==> src/rtl/s2p_hamming_decode_if.sv <==
// Serial-in bus and decoded-byte status bundle for s2p_hamming_decode.
// master: bit source / status consumer; slave: the decoder.
interface s2p_hamming_decode_if #(
  parameter int unsigned CNT_W = 8
);
  logic             bit_in;
  logic             sig_valid;
  logic [15:0]      hammingcode;
  logic [7:0]       data_out;
  logic             data_valid;
  logic [1:0]       err_corr;
  logic [1:0]       err_uncorr;
  logic             frame_abort;
  logic [CNT_W-1:0] corr_cnt;
  logic [CNT_W-1:0] uncorr_cnt;

  modport master (
    output bit_in, sig_valid,
    input  hammingcode, data_out, data_valid, err_corr, err_uncorr,
           frame_abort, corr_cnt, uncorr_cnt
  );

  modport slave (
    input  bit_in, sig_valid,
    output hammingcode, data_out, data_valid, err_corr, err_uncorr,
           frame_abort, corr_cnt, uncorr_cnt
  );
endinterface

==> src/rtl/s2p_hamming_decode.sv <==
// Serial-to-parallel frame capture followed by a two-codeword extended
// Hamming(8,4) SECDED decode stage with saturating error counters.
module s2p_hamming_decode #(
  parameter int unsigned FRAME_W = 16,
  parameter int unsigned CNT_W   = 8
) (
  input logic               clk,
  input logic               rst,
  s2p_hamming_decode_if.slave bus
);

  localparam int unsigned BCNT_W = $clog2(FRAME_W);

  localparam logic [1:0] ST_IDLE   = 2'd0;
  localparam logic [1:0] ST_SHIFT  = 2'd1;
  localparam logic [1:0] ST_DECODE = 2'd2;

  logic [1:0]         state;
  logic [1:0]         state_nxt;
  logic [FRAME_W-1:0] sr;
  logic [BCNT_W-1:0]  bit_cnt;
  logic               sig_valid_q;
  logic               dec_pend;

  logic               accept_c;
  logic               last_bit_c;
  logic               abort_c;
  logic               load_hc_c;
  logic [5:0]         dec_hi_c;
  logic [5:0]         dec_lo_c;
  logic [1:0]         corr_c;
  logic [1:0]         uncorr_c;

  // Returns {uncorr, corr, d4, d3, d2, d1} for one 8-bit codeword.
  function automatic logic [5:0] decode_cw(input logic [7:0] cw);
    logic [2:0] syn;
    logic       q;
    logic [7:0] fix;
    logic       corr;
    logic       uncorr;
    syn    = {cw[3] ^ cw[4] ^ cw[5] ^ cw[6],
              cw[1] ^ cw[2] ^ cw[5] ^ cw[6],
              cw[0] ^ cw[2] ^ cw[4] ^ cw[6]};
    q      = ^cw;
    fix    = cw;
    corr   = 1'b0;
    uncorr = 1'b0;
    if (q) begin
      corr = 1'b1;
      if (syn != 3'd0) begin
        fix = cw ^ (8'd1 << 3'(syn - 3'd1));
      end
    end else if (syn != 3'd0) begin
      uncorr = 1'b1;
    end
    return {uncorr, corr, fix[6], fix[5], fix[4], fix[2]};
  endfunction

  // Adds 0..2 to a counter, clamping at all-ones.
  function automatic logic [CNT_W-1:0] sat_add(input logic [CNT_W-1:0] cnt,
                                               input logic [1:0]       flags);
    logic [CNT_W:0] sum;
    sum = {1'b0, cnt} + (CNT_W+1)'(flags[1]) + (CNT_W+1)'(flags[0]);
    return sum[CNT_W] ? {CNT_W{1'b1}} : sum[CNT_W-1:0];
  endfunction

  assign accept_c   = bus.sig_valid;
  assign last_bit_c = accept_c && (bit_cnt == BCNT_W'(FRAME_W - 1));
  // Falling qualifier mid-frame discards the partial frame.
  assign abort_c    = sig_valid_q && !bus.sig_valid && (bit_cnt != '0);

  always_ff @(posedge clk) begin
    if (rst) begin
      state <= ST_IDLE;
    end else begin
      state <= state_nxt;
    end
  end

  // DECODE lasts one cycle and overlaps the first bit of a following frame.
  always_comb begin
    state_nxt = state;
    load_hc_c = 1'b0;
    case (state)
      ST_IDLE: begin
        if (accept_c) begin
          state_nxt = ST_SHIFT;
        end
      end
      ST_SHIFT: begin
        if (last_bit_c) begin
          state_nxt = ST_DECODE;
        end else if (abort_c) begin
          state_nxt = ST_IDLE;
        end
      end
      ST_DECODE: begin
        load_hc_c = 1'b1;
        state_nxt = accept_c ? ST_SHIFT : ST_IDLE;
      end
      default: begin
        state_nxt = ST_IDLE;
      end
    endcase
  end

  // Shift register, bit counter and abort pulse.
  always_ff @(posedge clk) begin
    if (rst) begin
      sr              <= '0;
      bit_cnt         <= '0;
      sig_valid_q     <= 1'b0;
      bus.frame_abort <= 1'b0;
    end else begin
      sig_valid_q     <= bus.sig_valid;
      bus.frame_abort <= abort_c;
      if (accept_c) begin
        sr      <= {sr[FRAME_W-2:0], bus.bit_in};
        bit_cnt <= last_bit_c ? '0 : bit_cnt + BCNT_W'(1);
      end else if (abort_c) begin
        bit_cnt <= '0;
      end
    end
  end

  assign dec_hi_c = decode_cw(bus.hammingcode[15:8]);
  assign dec_lo_c = decode_cw(bus.hammingcode[7:0]);
  assign corr_c   = {dec_hi_c[4], dec_lo_c[4]};
  assign uncorr_c = {dec_hi_c[5], dec_lo_c[5]};

  // Frame capture one cycle after completion, decode the cycle after that.
  always_ff @(posedge clk) begin
    if (rst) begin
      dec_pend        <= 1'b0;
      bus.hammingcode <= '0;
      bus.data_out    <= '0;
      bus.data_valid  <= 1'b0;
      bus.err_corr    <= '0;
      bus.err_uncorr  <= '0;
      bus.corr_cnt    <= '0;
      bus.uncorr_cnt  <= '0;
    end else begin
      dec_pend       <= load_hc_c;
      bus.data_valid <= dec_pend;
      if (load_hc_c) begin
        bus.hammingcode <= sr;
      end
      if (dec_pend) begin
        bus.data_out   <= {dec_hi_c[3:0], dec_lo_c[3:0]};
        bus.err_corr   <= corr_c;
        bus.err_uncorr <= uncorr_c;
        bus.corr_cnt   <= sat_add(bus.corr_cnt, corr_c);
        bus.uncorr_cnt <= sat_add(bus.uncorr_cnt, uncorr_c);
      end
    end
  end

endmodule

==> src/flat_wrapper.sv <==
// flat-port wrapper written by rule: the top's interface ports become plain ports
module s2p_hamming_decode_flat 
#(
  parameter int unsigned FRAME_W = 16,
  parameter int unsigned CNT_W   = 8
)
  (clk, rst, bus_bit_in, bus_sig_valid, bus_hammingcode, bus_data_out, bus_data_valid, bus_err_corr, bus_err_uncorr, bus_frame_abort, bus_corr_cnt, bus_uncorr_cnt);
  s2p_hamming_decode_if #(.CNT_W(CNT_W)) bus_i ();
  input logic clk;
  input logic rst;
  input wire logic [$bits(bus_i.bit_in)-1:0] bus_bit_in;
  input wire logic [$bits(bus_i.sig_valid)-1:0] bus_sig_valid;
  output wire logic [$bits(bus_i.hammingcode)-1:0] bus_hammingcode;
  output wire logic [$bits(bus_i.data_out)-1:0] bus_data_out;
  output wire logic [$bits(bus_i.data_valid)-1:0] bus_data_valid;
  output wire logic [$bits(bus_i.err_corr)-1:0] bus_err_corr;
  output wire logic [$bits(bus_i.err_uncorr)-1:0] bus_err_uncorr;
  output wire logic [$bits(bus_i.frame_abort)-1:0] bus_frame_abort;
  output wire logic [$bits(bus_i.corr_cnt)-1:0] bus_corr_cnt;
  output wire logic [$bits(bus_i.uncorr_cnt)-1:0] bus_uncorr_cnt;
  assign bus_i.bit_in = bus_bit_in;
  assign bus_i.sig_valid = bus_sig_valid;
  assign bus_hammingcode = bus_i.hammingcode;
  assign bus_data_out = bus_i.data_out;
  assign bus_data_valid = bus_i.data_valid;
  assign bus_err_corr = bus_i.err_corr;
  assign bus_err_uncorr = bus_i.err_uncorr;
  assign bus_frame_abort = bus_i.frame_abort;
  assign bus_corr_cnt = bus_i.corr_cnt;
  assign bus_uncorr_cnt = bus_i.uncorr_cnt;
  s2p_hamming_decode #(.FRAME_W(FRAME_W), .CNT_W(CNT_W)) u_core (.clk(clk), .rst(rst), .bus(bus_i));
endmodule
==> config.mk <==
export PLATFORM = sky130hd
export DESIGN_NAME = s2p_hamming_decode_flat
export DESIGN_NICKNAME = d
export VERILOG_FILES = /design/src/rtl/s2p_hamming_decode_if.sv /design/src/rtl/s2p_hamming_decode.sv /design/src/flat_wrapper.sv
export SDC_FILE = /design/constraint.sdc
export NUM_CORES = 1
export LEC_CHECK = 0
export ABC_AREA = 1
export BUFFER_PORTS_ARGS = -buffer_cell sky130_fd_sc_hd__buf_2
export CAP_MARGIN = 40
export CORE_MARGIN = 10
export CORE_UTILIZATION = 30
export DETAILED_ROUTE_END_ITERATION = 16
export MAX_ROUTING_LAYER = met4
export REMOVE_ABC_BUFFERS = 1
export SLEW_MARGIN = 10
export SYNTH_ARGS = -nofsm -noshare
export SYNTH_HDL_FRONTEND = slang
export SYNTH_SLANG_ARGS = --single-unit
==> constraint.sdc <==
create_clock -name clk -period 6.64 [get_ports clk]
set_input_delay 0.664 -clock clk [delete_from_list [all_inputs] [get_ports clk]]
set_output_delay 0.664 -clock clk [all_outputs]
set_load 0.01 [all_outputs]
=== After elaboration in Yosys (flattened, before gate mapping) ===
Index checks and enable logic that the tools add are counted.

* Bits in registers: 70
* Bits of input ports: 4
* Output and inout bits: 46
* Word-level logic and storage cells: 80

* Add/subtract/negate cells: 7
* Equal/unequal tests: 5
* Shift operators: 2
* Mux-type cells: 21
* Bitwise logic cells: 20
* Reductions and logical operators: 12

{| class="wikitable"
|+ Operators by type and width
! kind !! count
|-
| 7-bit 2-to-1 mux || 4
|-
| 8-bit by 1-bit adder with 9-bit output || 2
|-
| 9-bit by 1-bit adder with 9-bit output || 2
|-
| 1-bit XOR || 18
|-
| 8-bit 2-to-1 mux || 2
|-
| 8-bit parity || 2
|-
| 1-bit by 3-bit left shift with 7-bit output (first input constant) || 2
|-
| 7-bit XOR || 2
|-
| 4-bit 2-to-1 mux || 3
|-
| 1-bit 2-to-1 mux || 8
|-
| 2-bit 2-to-1 mux || 3
|-
| 2-bit case mux with 3 select lines || 1
|-
| 3-bit nonzero test || 2
|-
| 3-bit by 1-bit subtractor with 3-bit output (second input constant) || 2
|-
| 4-bit by 1-bit adder with 4-bit output (second input constant) || 1
|-
| 4-bit equality test (second input constant) || 1
|-
| 4-bit nonzero test || 1
|-
| 1-bit logical AND || 3
|-
| 3-bit by 1-bit != test with 1-bit output (second input constant) || 1
|-
| 2-bit by 1-bit equality test with 1-bit output (second input constant) || 1
|-
| 2-bit equality test (second input constant) || 1
|-
| 2-bit logical NOT || 1
|-
| 2-bit != test (second input constant) || 1
|-
| 2-bit AND reduction || 1
|-
| 2 further kinds || 2
|}

=== Longest topological paths before layout ===
* Depth after elaboration: 9
* Mapped depth: 22

=== Least setup slack after synthesis ===
No wires, ideal clock.

* Path kind: register to register
* Start: register u_core.bus.hammingcode[4]
* End: register u_core.bus.corr_cnt[1] (netlist bit)
* Library setup time: 0.074 ns
* Arrival: 2.312 ns
* Data required time: 6.566 ns
* Path slack: 4.254 ns
* Stages on the path, launching flop included: 20
* Path buffers: 1
* Cell sequence: dfxtp_1 > buf_4 > inv_2 > nand2_1 > nand2_1 > nand2_1 > nand2_2 > nand2_2 > inv_2 > nor2_8 > inv_2 > fa_1 > inv_1 > ha_1 > inv_1 > nor3_1 > nand3_1 > nor2_1 > inv_1 > a31oi_1

* Cells in the longest elaborated chain, start to end: 4

{| class="wikitable"
|+ Ends and longest elaborated chain
! what !! RTL line !! text
|-
| start: declaration || s2p_hamming_decode_if.sv:25 || <nowiki>output hammingcode, data_out, data_valid, err_corr, err_uncorr,</nowiki>
|-
| start signal: assignment || s2p_hamming_decode.sv:146 || <nowiki>bus.hammingcode <= sr;</nowiki>
|-
| 8-bit parity || s2p_hamming_decode.sv:44 || <nowiki>q = ^cw;</nowiki>
|-
| 1-bit 2-to-1 mux || s2p_hamming_decode.sv:48 || <nowiki>if (q) begin</nowiki>
|-
| 9-bit by 1-bit adder with 9-bit output || s2p_hamming_decode.sv:63 || <nowiki>sum = {1'b0, cnt} + (CNT_W+1)'(flags[1]) + (CNT_W+1)'(flags[0]);</nowiki>
|-
| 8-bit 2-to-1 mux || s2p_hamming_decode.sv:64 || <nowiki>return sum[CNT_W] ? {CNT_W{1'b1}} : sum[CNT_W-1:0];</nowiki>
|-
| end signal: assignment || s2p_hamming_decode.sv:152 || <nowiki>bus.corr_cnt <= sat_add(bus.corr_cnt, corr_c);</nowiki>
|-
| end: declaration || s2p_hamming_decode_if.sv:26 || <nowiki>frame_abort, corr_cnt, uncorr_cnt</nowiki>
|}

No other way between the ends.
A chain may end at the register's enable or synchronous reset.

=== Worst setup path in the final report ===
Same ends and word-level chain as after synthesis.

==> impl_metrics.env <==
export IMPL_vdd_ir_drop_max_mv=0.112
export IMPL_syn_inst=505
export IMPL_dr_pass1_iters=5
export IMPL_wl_per_cell_um=11.9
export IMPL_grt_pass1_vias=2958
export IMPL_hpwlAfterDp_um=5930
export IMPL_die_area_mm2=0.0168
export IMPL_cts_resized=0
export IMPL_multi_input_area_mm2=0.00182
export IMPL_globalRoute_totalOverflow=0
export IMPL_whs_ps=420
export IMPL_max_freq_mhz=359
export IMPL_insertion_delay_ps=330
export IMPL_regArea_mm2=0.00140
export IMPL_core_area_mm2=0.0116
export IMPL_critPathArrivalTime_ps=3040
export IMPL_layout_drive_gt1_share_pct=17.5
export IMPL_ant_nets=0
export IMPL_cts_hold_buf=0
export IMPL_yosysWarnings=0
export IMPL_grt_pass1_wl_um=13900
export IMPL_ys_types=40
export IMPL_leakage_nw=1.98
export IMPL_rows=39
export IMPL_crit_fanout=8
export IMPL_fill_cells=1225
export IMPL_antennaDiodeCount=0
export IMPL_tightest_slew_ps=507
export IMPL_vias_per_cell=4.59
export IMPL_mostFrequentLayoutCells="nand2_1 (105), nor2_1 (78), dfxtp_1 (70)"
export IMPL_htree_num_levels=3
export IMPL_slew_violations=0
export IMPL_path_clk_slew_ps=60
export IMPL_post_route_period_util_pct=42.0
export IMPL_synth_seq_area_share_pct=38.9
export IMPL_critical_path_class="reg -> reg"
export IMPL_p_per_area_mw_per_mm2=222
export IMPL_die_w_um=130
export IMPL_post_route_drc_count=0
export IMPL_pin_count=50
export IMPL_clkSinkCount=70
export IMPL_min_period_ps=2790
export IMPL_cts_buffers=9
export IMPL_mostFrequentLayoutCell="nand2_1"
export IMPL_ys_ff_latch=70
export IMPL_hold_viol=0
export IMPL_track_usage_pct=10.4
export IMPL_placement_io_buffers=49
export IMPL_synth_area_mm2=0.00360
export IMPL_required_ps=6890
export IMPL_die_h_um=130
export IMPL_rsz0062_at_grt="no"
export IMPL_fin_util_pct=36.3
export IMPL_area_delta_synth_final_pct=16.6
export IMPL_nets=554
export IMPL_clock_skew_ps=7.21
export IMPL_drv_cap=0
export IMPL_finalSetupViolations=0
export IMPL_wirelength_um=8240
export IMPL_hp_class="reg -> reg"
export IMPL_dpl_cell_area_mm2=0.00390
export IMPL_outcome="finished, final reports clean"
export IMPL_start_util_pct=31.1
export IMPL_cp_end_kind="register"
export IMPL_dr_total_vias=3175
export IMPL_final_area_mm2=0.00420
export IMPL_slew_headroom_pct=66.1
export IMPL_start_kind="register"
export IMPL_drt_iter0_drc=216
export IMPL_cts_tree="done"
export IMPL_ctsLongestPathBuffers=2
export IMPL_cts_root_buf="clkbuf_16"
export IMPL_grt_max_degree=36
export IMPL_setup_tns_ps=0
export IMPL_postCtsSetupBuffers=0
export IMPL_avgSynthCellArea_um2=7.13
export IMPL_antenna_found_initial=0
export IMPL_gp_congestion=0.850
layer usage:
| metal | GRT usage [%] | routed length (um) | share of wire [%] |
|---|---|---|---|
| met4 | 3.57 | 113 | 1.4 |
| met1 | 12.3 | 3910 | 47 |
| met5 | - | 0 | 0 |
| met3 | 3.55 | 573 | 7.0 |
| met2 | 16.1 | 3640 | 44 |
cells in the mapped netlist (all sizes together):
library cell  number  area [um2]
a211oi             1        7.51
a21oi             25         125
a22o               1        8.76
a31oi              2        12.5
a32o               1        10.0
buf               10        81.3
clkbuf            14        72.6
clkinv             1        3.75
dfxtp             70        1400
fa                 2        40.0
ha                 5        62.6
inv               58         220
nand2            115         467
nand3             20         105
nand4             10        62.6
nor2              82         342
nor3               5        30.0
nor4               1        6.26
o211ai             1        7.51
o21ai             47         235
o21bai             1        7.51
o31ai              1        7.51
or2                2        12.5
xnor2             14         130
xor2              16         140
metrics by stage:
stage	total power [W]	instances	worst slack (ps)
2_1_floorplan	0.000458	481	4220
3_3_place_gp	0.000468	674	3980
3_5_place_dp	0.000471	675	3880
4_1_cts	0.000941	691	3860
5_1_grt	0.000965	691	3590
6_report	0.000930	691	3850
cells by family (layout without fill, tap and decap cells):
logic type,after synthesis,count (layout),synth area share (%)
and+or+nand+nor,235,235,28.5
adders and majority gates,7,7,2.85
buffers and inverters,83,126,10.5
DFF,70,70,38.9
AOI/OAI and AO/OA,80,80,11.7
xor gates and xnor gates,30,30,7.51
cell type report:
class                   count  share of cell area (%)
flip-flops and latches     70                    33.4
clock inverters             6                    1.49
multi-input cells         352                    43.4
repair buffers             51                    6.68
well taps                 143                    4.26
clock buffers              10                    5.46
inverters                  59                    5.34
state kept, by name (all words and copies together) (netlist names), 2 cells and up:
signal	cells
u_core.state	2
u_core.bit_cnt	4
u_core.bus.corr_cnt	8
u_core.bus.uncorr_cnt	8
u_core.sr	16
u_core.bus.hammingcode	16
u_core.bus.err_uncorr	2
u_core.bus.err_corr	2
u_core.bus.data_out	8
critical path, cell delays in order (launching register included):
cell,delay (ps)
dfxtp_1,540
inv_2,110
nand2_1,70
nand2_1,40
nand2_1,70
nand2_2,80
nand2_2,70
inv_2,50
nor2_8,140
inv_2,80
fa_1,390
inv_1,90
ha_1,160
inv_1,70
nor3_1,200
nand3_1,90
nor2_1,170
inv_1,130
a31oi_1,140
where the power goes:
group	total, W	internal, W	leakage (nW)	switching, W
Sequential	0.000434	0.000428	0.568	0.00000573
Clock	0.000468	0.000290	0.146	0.000178
Combinational	0.0000277	0.00000950	1.27	0.0000182
path summary, 6_finish.rpt:
check	start	endpoint	slack, ps	cells past startpoint
min	u_core.state[1]	u_core.state[1]	420	1
max reg2reg	u_core.bus.hammingcode[4]	u_core.bus.corr_cnt[1]	3850	18
min reg2reg	u_core.state[1]	u_core.state[1]	420	1
max	u_core.bus.hammingcode[4]	u_core.bus.corr_cnt[1]	3850	18
No activity file was read; power rests on OpenSTA's default activity.
